$ cat src/rtl/kgp_risc_pkg.sv
// Shared KGP_RISC definitions: branch codes, branch opcode prefix, sequencer
// states and the default halt encoding.
package kgp_risc_pkg;

    localparam logic [2:0] BR_SEQ  = 3'b000;
    localparam logic [2:0] BR_BR   = 3'b001;
    localparam logic [2:0] BR_BLTZ = 3'b010;
    localparam logic [2:0] BR_BZ   = 3'b011;
    localparam logic [2:0] BR_BNZ  = 3'b100;
    localparam logic [2:0] BR_BL   = 3'b101;
    localparam logic [2:0] BR_BCY  = 3'b110;
    localparam logic [2:0] BR_BNCY = 3'b111;

    localparam logic [2:0]  BR_OPC_PREFIX     = 3'b101;
    localparam logic [31:0] DEFAULT_HALT_WORD = 32'hFFFF_FFFF;

    typedef enum logic [1:0] {
        ST_IDLE  = 2'd0,
        ST_FETCH = 2'd1,
        ST_EXEC  = 2'd2,
        ST_HALT  = 2'd3
    } seq_state_t;

endpackage

$ cat src/rtl/pc_sequencer_if.sv
// Valid-qualified instruction-memory fetch port; the sequencer is the master.
interface pc_sequencer_if;

    logic        imem_req;
    logic [31:0] imem_addr;
    logic        imem_valid;
    logic [31:0] imem_rdata;

    modport master (
        output imem_req,
        output imem_addr,
        input  imem_valid,
        input  imem_rdata
    );

    modport slave (
        input  imem_req,
        input  imem_addr,
        output imem_valid,
        output imem_rdata
    );

endinterface

$ cat src/rtl/branch_field_decode.sv
// Combinational extraction of branch code, sign-extended offset and
// pseudo-direct address from an instruction word.
module branch_field_decode
    import kgp_risc_pkg::*;
(
    input  logic [31:0] instr,
    output logic [2:0]  branch,
    output logic [31:0] offset,
    output logic [31:0] pda
);

    always_comb begin
        branch = BR_SEQ;
        if (instr[31:29] == BR_OPC_PREFIX) begin
            branch = instr[28:26];
        end
        offset = {{16{instr[15]}}, instr[15:0]};
        pda    = {6'b0, instr[25:0]};
    end

endmodule

$ cat src/rtl/pc_sequencer.sv
// Fetch-side sequencer for KGP_RISC: holds the PC, fetches over the imem port
// and feeds every branch_mechanism input, consuming its next-PC on ex_done.
module pc_sequencer
    import kgp_risc_pkg::*;
#(
    parameter logic [31:0] RESET_PC  = 32'h0000_0000,
    parameter logic [31:0] HALT_WORD = DEFAULT_HALT_WORD
) (
    input  logic                  clk,
    input  logic                  rst_n,
    pc_sequencer_if.master        imem,
    output logic [31:0]           instr,
    output logic                  instr_valid,
    input  logic                  ex_done,
    input  logic                  alu_flag_we,
    input  logic                  alu_carry,
    input  logic                  alu_zero,
    input  logic                  alu_sign,
    output logic [2:0]            bm_branch,
    output logic [31:0]           bm_offset,
    output logic [31:0]           bm_pda,
    output logic [31:0]           bm_instr4,
    output logic                  bm_carry,
    output logic                  bm_zero,
    output logic                  bm_sign,
    input  logic [31:0]           bm_next,
    output logic [31:0]           pc,
    output logic                  halted
);

    seq_state_t  state_q, state_d;
    logic [31:0] pc_q, pc_d;
    logic [31:0] instr_q, instr_d;
    logic        req_q, req_d;
    logic        instr_valid_q, instr_valid_d;
    logic        halted_q, halted_d;
    logic [2:0]  flags_q, flags_d;
    logic [2:0]  dec_branch;
    logic        unused_next_lo;

    // Target addresses are word-aligned, so the low bits of bm_next are dropped.
    assign unused_next_lo = ^bm_next[1:0];

    always_comb begin
        state_d       = state_q;
        pc_d          = pc_q;
        instr_d       = instr_q;
        req_d         = req_q;
        instr_valid_d = instr_valid_q;
        halted_d      = halted_q;
        flags_d       = flags_q;

        if (alu_flag_we) begin
            flags_d = {alu_carry, alu_zero, alu_sign};
        end

        case (state_q)
            ST_IDLE: begin
                state_d = ST_FETCH;
                req_d   = 1'b1;
            end
            ST_FETCH: begin
                if (imem.imem_valid) begin
                    req_d = 1'b0;
                    if (imem.imem_rdata == HALT_WORD) begin
                        state_d  = ST_HALT;
                        halted_d = 1'b1;
                    end else begin
                        state_d       = ST_EXEC;
                        instr_d       = imem.imem_rdata;
                        instr_valid_d = 1'b1;
                    end
                end
            end
            ST_EXEC: begin
                if (ex_done) begin
                    state_d       = ST_FETCH;
                    pc_d          = {bm_next[31:2], 2'b00};
                    req_d         = 1'b1;
                    instr_valid_d = 1'b0;
                end
            end
            ST_HALT: begin
                req_d         = 1'b0;
                instr_valid_d = 1'b0;
                halted_d      = 1'b1;
            end
            default: begin
                state_d = ST_IDLE;
            end
        endcase
    end

    always_ff @(posedge clk or negedge rst_n) begin
        if (!rst_n) begin
            state_q       <= ST_IDLE;
            pc_q          <= RESET_PC;
            instr_q       <= 32'h0;
            req_q         <= 1'b0;
            instr_valid_q <= 1'b0;
            halted_q      <= 1'b0;
            flags_q       <= 3'b000;
        end else begin
            state_q       <= state_d;
            pc_q          <= pc_d;
            instr_q       <= instr_d;
            req_q         <= req_d;
            instr_valid_q <= instr_valid_d;
            halted_q      <= halted_d;
            flags_q       <= flags_d;
        end
    end

    branch_field_decode u_decode (
        .instr  (instr_q),
        .branch (dec_branch),
        .offset (bm_offset),
        .pda    (bm_pda)
    );

    assign imem.imem_req  = req_q;
    assign imem.imem_addr = pc_q;
    assign instr          = instr_q;
    assign instr_valid    = instr_valid_q;
    assign pc             = pc_q;
    assign halted         = halted_q;
    assign bm_branch      = (state_q == ST_EXEC) ? dec_branch : BR_SEQ;
    assign bm_instr4      = pc_q + 32'd4;
    assign bm_carry       = flags_q[2];
    assign bm_zero        = flags_q[1];
    assign bm_sign        = flags_q[0];

endmodule

$ cat src/flat_wrapper.sv
// flat-port wrapper written by rule: the top's interface ports become plain ports
module pc_sequencer_flat import kgp_risc_pkg::*;
#(
    parameter logic [31:0] RESET_PC  = 32'h0000_0000,
    parameter logic [31:0] HALT_WORD = DEFAULT_HALT_WORD
)
  (clk, rst_n, instr, instr_valid, ex_done, alu_flag_we, alu_carry, alu_zero, alu_sign, bm_branch, bm_offset, bm_pda, bm_instr4, bm_carry, bm_zero, bm_sign, bm_next, pc, halted, imem_imem_req, imem_imem_addr, imem_imem_valid, imem_imem_rdata);
  pc_sequencer_if imem_i ();
  input  logic clk;
  input  logic rst_n;
  output logic [31:0] instr;
  output logic instr_valid;
  input  logic ex_done;
  input  logic alu_flag_we;
  input  logic alu_carry;
  input  logic alu_zero;
  input  logic alu_sign;
  output logic [2:0] bm_branch;
  output logic [31:0] bm_offset;
  output logic [31:0] bm_pda;
  output logic [31:0] bm_instr4;
  output logic bm_carry;
  output logic bm_zero;
  output logic bm_sign;
  input  logic [31:0] bm_next;
  output logic [31:0] pc;
  output logic halted;
  output wire logic [$bits(imem_i.imem_req)-1:0] imem_imem_req;
  output wire logic [$bits(imem_i.imem_addr)-1:0] imem_imem_addr;
  input wire logic [$bits(imem_i.imem_valid)-1:0] imem_imem_valid;
  input wire logic [$bits(imem_i.imem_rdata)-1:0] imem_imem_rdata;
  assign imem_imem_req = imem_i.imem_req;
  assign imem_imem_addr = imem_i.imem_addr;
  assign imem_i.imem_valid = imem_imem_valid;
  assign imem_i.imem_rdata = imem_imem_rdata;
  pc_sequencer #(.RESET_PC(RESET_PC), .HALT_WORD(HALT_WORD)) u_core (.clk(clk), .rst_n(rst_n), .imem(imem_i), .instr(instr), .instr_valid(instr_valid), .ex_done(ex_done), .alu_flag_we(alu_flag_we), .alu_carry(alu_carry), .alu_zero(alu_zero), .alu_sign(alu_sign), .bm_branch(bm_branch), .bm_offset(bm_offset), .bm_pda(bm_pda), .bm_instr4(bm_instr4), .bm_carry(bm_carry), .bm_zero(bm_zero), .bm_sign(bm_sign), .bm_next(bm_next), .pc(pc), .halted(halted));
endmodule
$ cat config.mk
export PLATFORM = sky130hd
export DESIGN_NAME = pc_sequencer_flat
export DESIGN_NICKNAME = d
export VERILOG_FILES = /design/src/rtl/kgp_risc_pkg.sv /design/src/rtl/pc_sequencer_if.sv /design/src/rtl/branch_field_decode.sv /design/src/rtl/pc_sequencer.sv /design/src/flat_wrapper.sv
export SDC_FILE = /design/constraint.sdc
export NUM_CORES = 1
export LEC_CHECK = 0
export CAP_MARGIN = 20
export CELL_PAD_IN_SITES_DETAIL_PLACEMENT = 1
export CELL_PAD_IN_SITES_GLOBAL_PLACEMENT = 2
export CORE_MARGIN = 3
export CORE_UTILIZATION = 23
export DETAILED_ROUTE_END_ITERATION = 10
export PLACE_DENSITY = 0.93
export SLEW_MARGIN = 20
export SYNTH_ARGS = -nofsm -noshare
export SYNTH_HDL_FRONTEND = slang
export SYNTH_SLANG_ARGS = --single-unit
$ cat constraint.sdc
create_clock -name clk -period 3.92 [get_ports clk]
set_input_delay 0.784 -clock clk [delete_from_list [all_inputs] [get_ports clk]]
set_output_delay 0.784 -clock clk [all_outputs]
set_load 0.01 [all_outputs]
==> impl_metrics.toml <==
[die]
die_area_um2 = 20100
die_h_um = 142
start_util_pct = 23.5
rows = 49
die_x_um = 142
coreArea_um2 = 18000
io_pins = 273

[timing]
post-route-min-period_ns = 3.64
max_slew_margin_pct = 37.9
fin_setup_tns_ns = 0
fmax_mhz = 275
worst_slew_pin_slew_ns = 0.931
hold_viol_final = 0
final_max_slew_viol_count = 0
layout_worst_path_cycle_share_pct = 92.8
finalSetupViolations = 0
finClkSkew_ns = 0.00629
rsz0062_at_grt = "false"

[worst_setup_path]
path_class = "reg -> out"
worstPathArrival_ns = 2.86
r2r_start = "u_core.state_q[0]"
cp-end-kind = "output pin"
worstPathRequired_ns = 3.14
critical_path.endpoint = "bm_instr4[22]"
startpoint_type = "register"
crit_fanout = 8
reg2reg_slack_ns = 2.12
startpoint = "u_core.imem.imem_addr[2]"
ff2ff_path_depth = 4
reg2reg_to = "u_core.instr[23]"

[clocking]
cts_root_buffer = "clkbuf_16"
cts_setup_buffers = 0
cts_buffers = 9
cts_max_path_buffers = 2
clock-sinks = 70
hold_buffers = 0
tritoncts = "yes"
clk_pin_slew_ns = 0.06
htreeDepth = 3
cts_repair_resize_count = 0
worstSkewPairLatency_ns = 0.33

[run]
drv_cap = 0

[route]
final_antenna_net_count = 0
via_per_inst = 4.24
remaining_drc_errors = 0
first_pass_iters = 4
vias = 3280
routedWlPerCell_um = 17.5
drt_wl_total_um = 13500
drt_iter0_drc = 61

[synth]
ys_ff_latch = 70
yosysSeqAreaShare_pct = 41.3
synth-edff-count = 0
async_flop_share_pct = 100
synth_largest_area_cell = "dfrtp_1"
syn_inst = 364
yosys-top-cells-count = "buf_4 (100), dfrtp_1 (70), mux2_2 (36), mux2_4 (29), xor2_1 (16)"
yosysMostFrequentCell = "buf_4"
avgSynthCellArea_um2 = 11.6
yosysWarningCount = 0
synth-main-ff-cell = "dfrtp_1"
synth_top_area_share_pct = 41.3
synth.area.top_cells = "dfrtp_1 (41%), buf_4 (18%), mux2_4 (10%)"
syn_area_um2 = 4240
synth.distinct_cells = 34

[global_routing]
grt_usage_pct = 13.2
grt_max_degree = 71
first_global_vias = 3645
grt_pass1_wl_um = 20800
grt-ovfl-total = 0
antenna_found_initial = 0

[power_and_ir_drop]
finalPower_mw = 4.60
p_leak_nw = 2.76
irDropWorstVdd_uv = 298
power.density_nw_per_um2 = 688

[finish]
fin_util_pct = 37.1
multi_input_area_um2 = 1700
syn2layout_area_growth_pct = 57.8
antenna_cells = 0
fin_nets = 612
regArea_um2 = 1750
fill_cells = 1948
drive_above_1_share_pct = 16.5

[placed_design]
io_buffers = 258
hpwlAfterDp_um = 10700
gp_congestion = 0.819

[min_path]
holdCritPathClass = "reg -> reg"

[run_status]
status = "finished, final reports clean"
==> worst min-delay path by stage <==
stage	from	endpoint	depth (start not counted)
3_3_place_gp	u_core.halted	u_core.halted	1
2_1_floorplan	rst_n	u_core.flags_q[0]	0
3_5_place_dp	u_core.halted	u_core.halted	1
6_report	u_core.halted	u_core.halted	1
5_1_grt	u_core.halted	u_core.halted	1
4_1_cts	u_core.halted	u_core.halted	1
==> stage by stage <==
| stage | setup slack [ns] | instance area, µm² | instances | hold slack (ns) |
|---|---|---|---|---|
| global placement | 0.604 | 6370 | 757 | 0.468 |
| floorplan | 1.41 | 4280 | 375 | 0.488 |
| detailed placement | 0.568 | 6370 | 757 | 0.473 |
| finish | 0.281 | 6690 | 773 | 0.489 |
| global route | 0.0553 | 6690 | 773 | 0.533 |
| CTS | 0.186 | 6690 | 773 | 0.496 |
==> cells by family (layout without fill, tap and decap cells) <==
kind of cell             after synthesis  in the layout  share of synthesized area (%)
buffers and inverters                114            283                           19.6
AND/OR/NAND/NOR                       75             75                           11.2
flip-flops                            70             70                           41.3
multiplexers                          65             65                           19.8
XOR/XNOR                              28             28                           5.79
AO/OA/AOI/OAI                         10             10                           1.80
adder cells (fa/ha/maj)                1              1                          0.295
other                                  1             12                         0.0885
==> where the power goes <==
group	internal [mW]	leakage, nW	switching [mW]
combinational	1.52	1.72	0.829
sequential	0.967	0.883	0.396
clock	0.573	0.157	0.308
total	3.07	2.76	1.53
==> flip-flops by register name, summed over array words and instances, names as in the netlist <==
register,cells
u_core.instr,32
u_core.halted,1
u_core.imem.imem_addr,30
u_core.imem.imem_req,1
u_core.instr_valid,1
u_core.flags_q,3
u_core.state_q,2
==> final cells by class <==
| cell class | instances | area share, % |
|---|---|---|
| Clock inverter | 4 | 1.05 |
| Multi-Input combinational cell | 191 | 25.4 |
| Tap cell | 229 | 4.29 |
| Clock buffer | 12 | 3.69 |
| Sequential cell | 70 | 26.2 |
| Timing Repair Buffer | 260 | 39.0 |
| Inverter | 7 | 0.393 |
==> critical path: stages, from the launching register on <==
cell and delay, ns:
dfrtp_1 0.46, ha_1 0.25, nand2_1 0.24, or3_1 0.58, nor4_4 0.19, xor2_1 0.23, clkdlybuf4s50_1 0.58
==> cell usage in the layout, fill, tap and decap left out, types with 3 or more instances in the layout <==
master / netlist / final
mux2_4: 29 / 29
nor4_4: 3 / 3
nand2_1: 13 / 13
conb_1: 1 / 12
nor3_1: 4 / 4
dfrtp_1: 70 / 70
xnor2_1: 12 / 12
nand4_1: 14 / 14
clkbuf_16: 0 / 9
inv_1: 7 / 7
nor4_1: 3 / 3
nand3_1: 10 / 10
a21oi_1: 3 / 3
and4_1: 6 / 6
clkdlybuf4s50_1: 0 / 257
xor2_1: 16 / 16
nor2_1: 11 / 11
mux2_2: 36 / 36
==> layer usage <==
layer	track usage (%)	vias to the layer above	part of all wire (%)
met1	14.8	1594	38
met4	4.80	0	1.8
met3	4.25	17	8.2
met2	23.4	176	52
li1	-	1493	-
met5	0	-	0
Note: power is estimated with default switching activity, not from simulation.
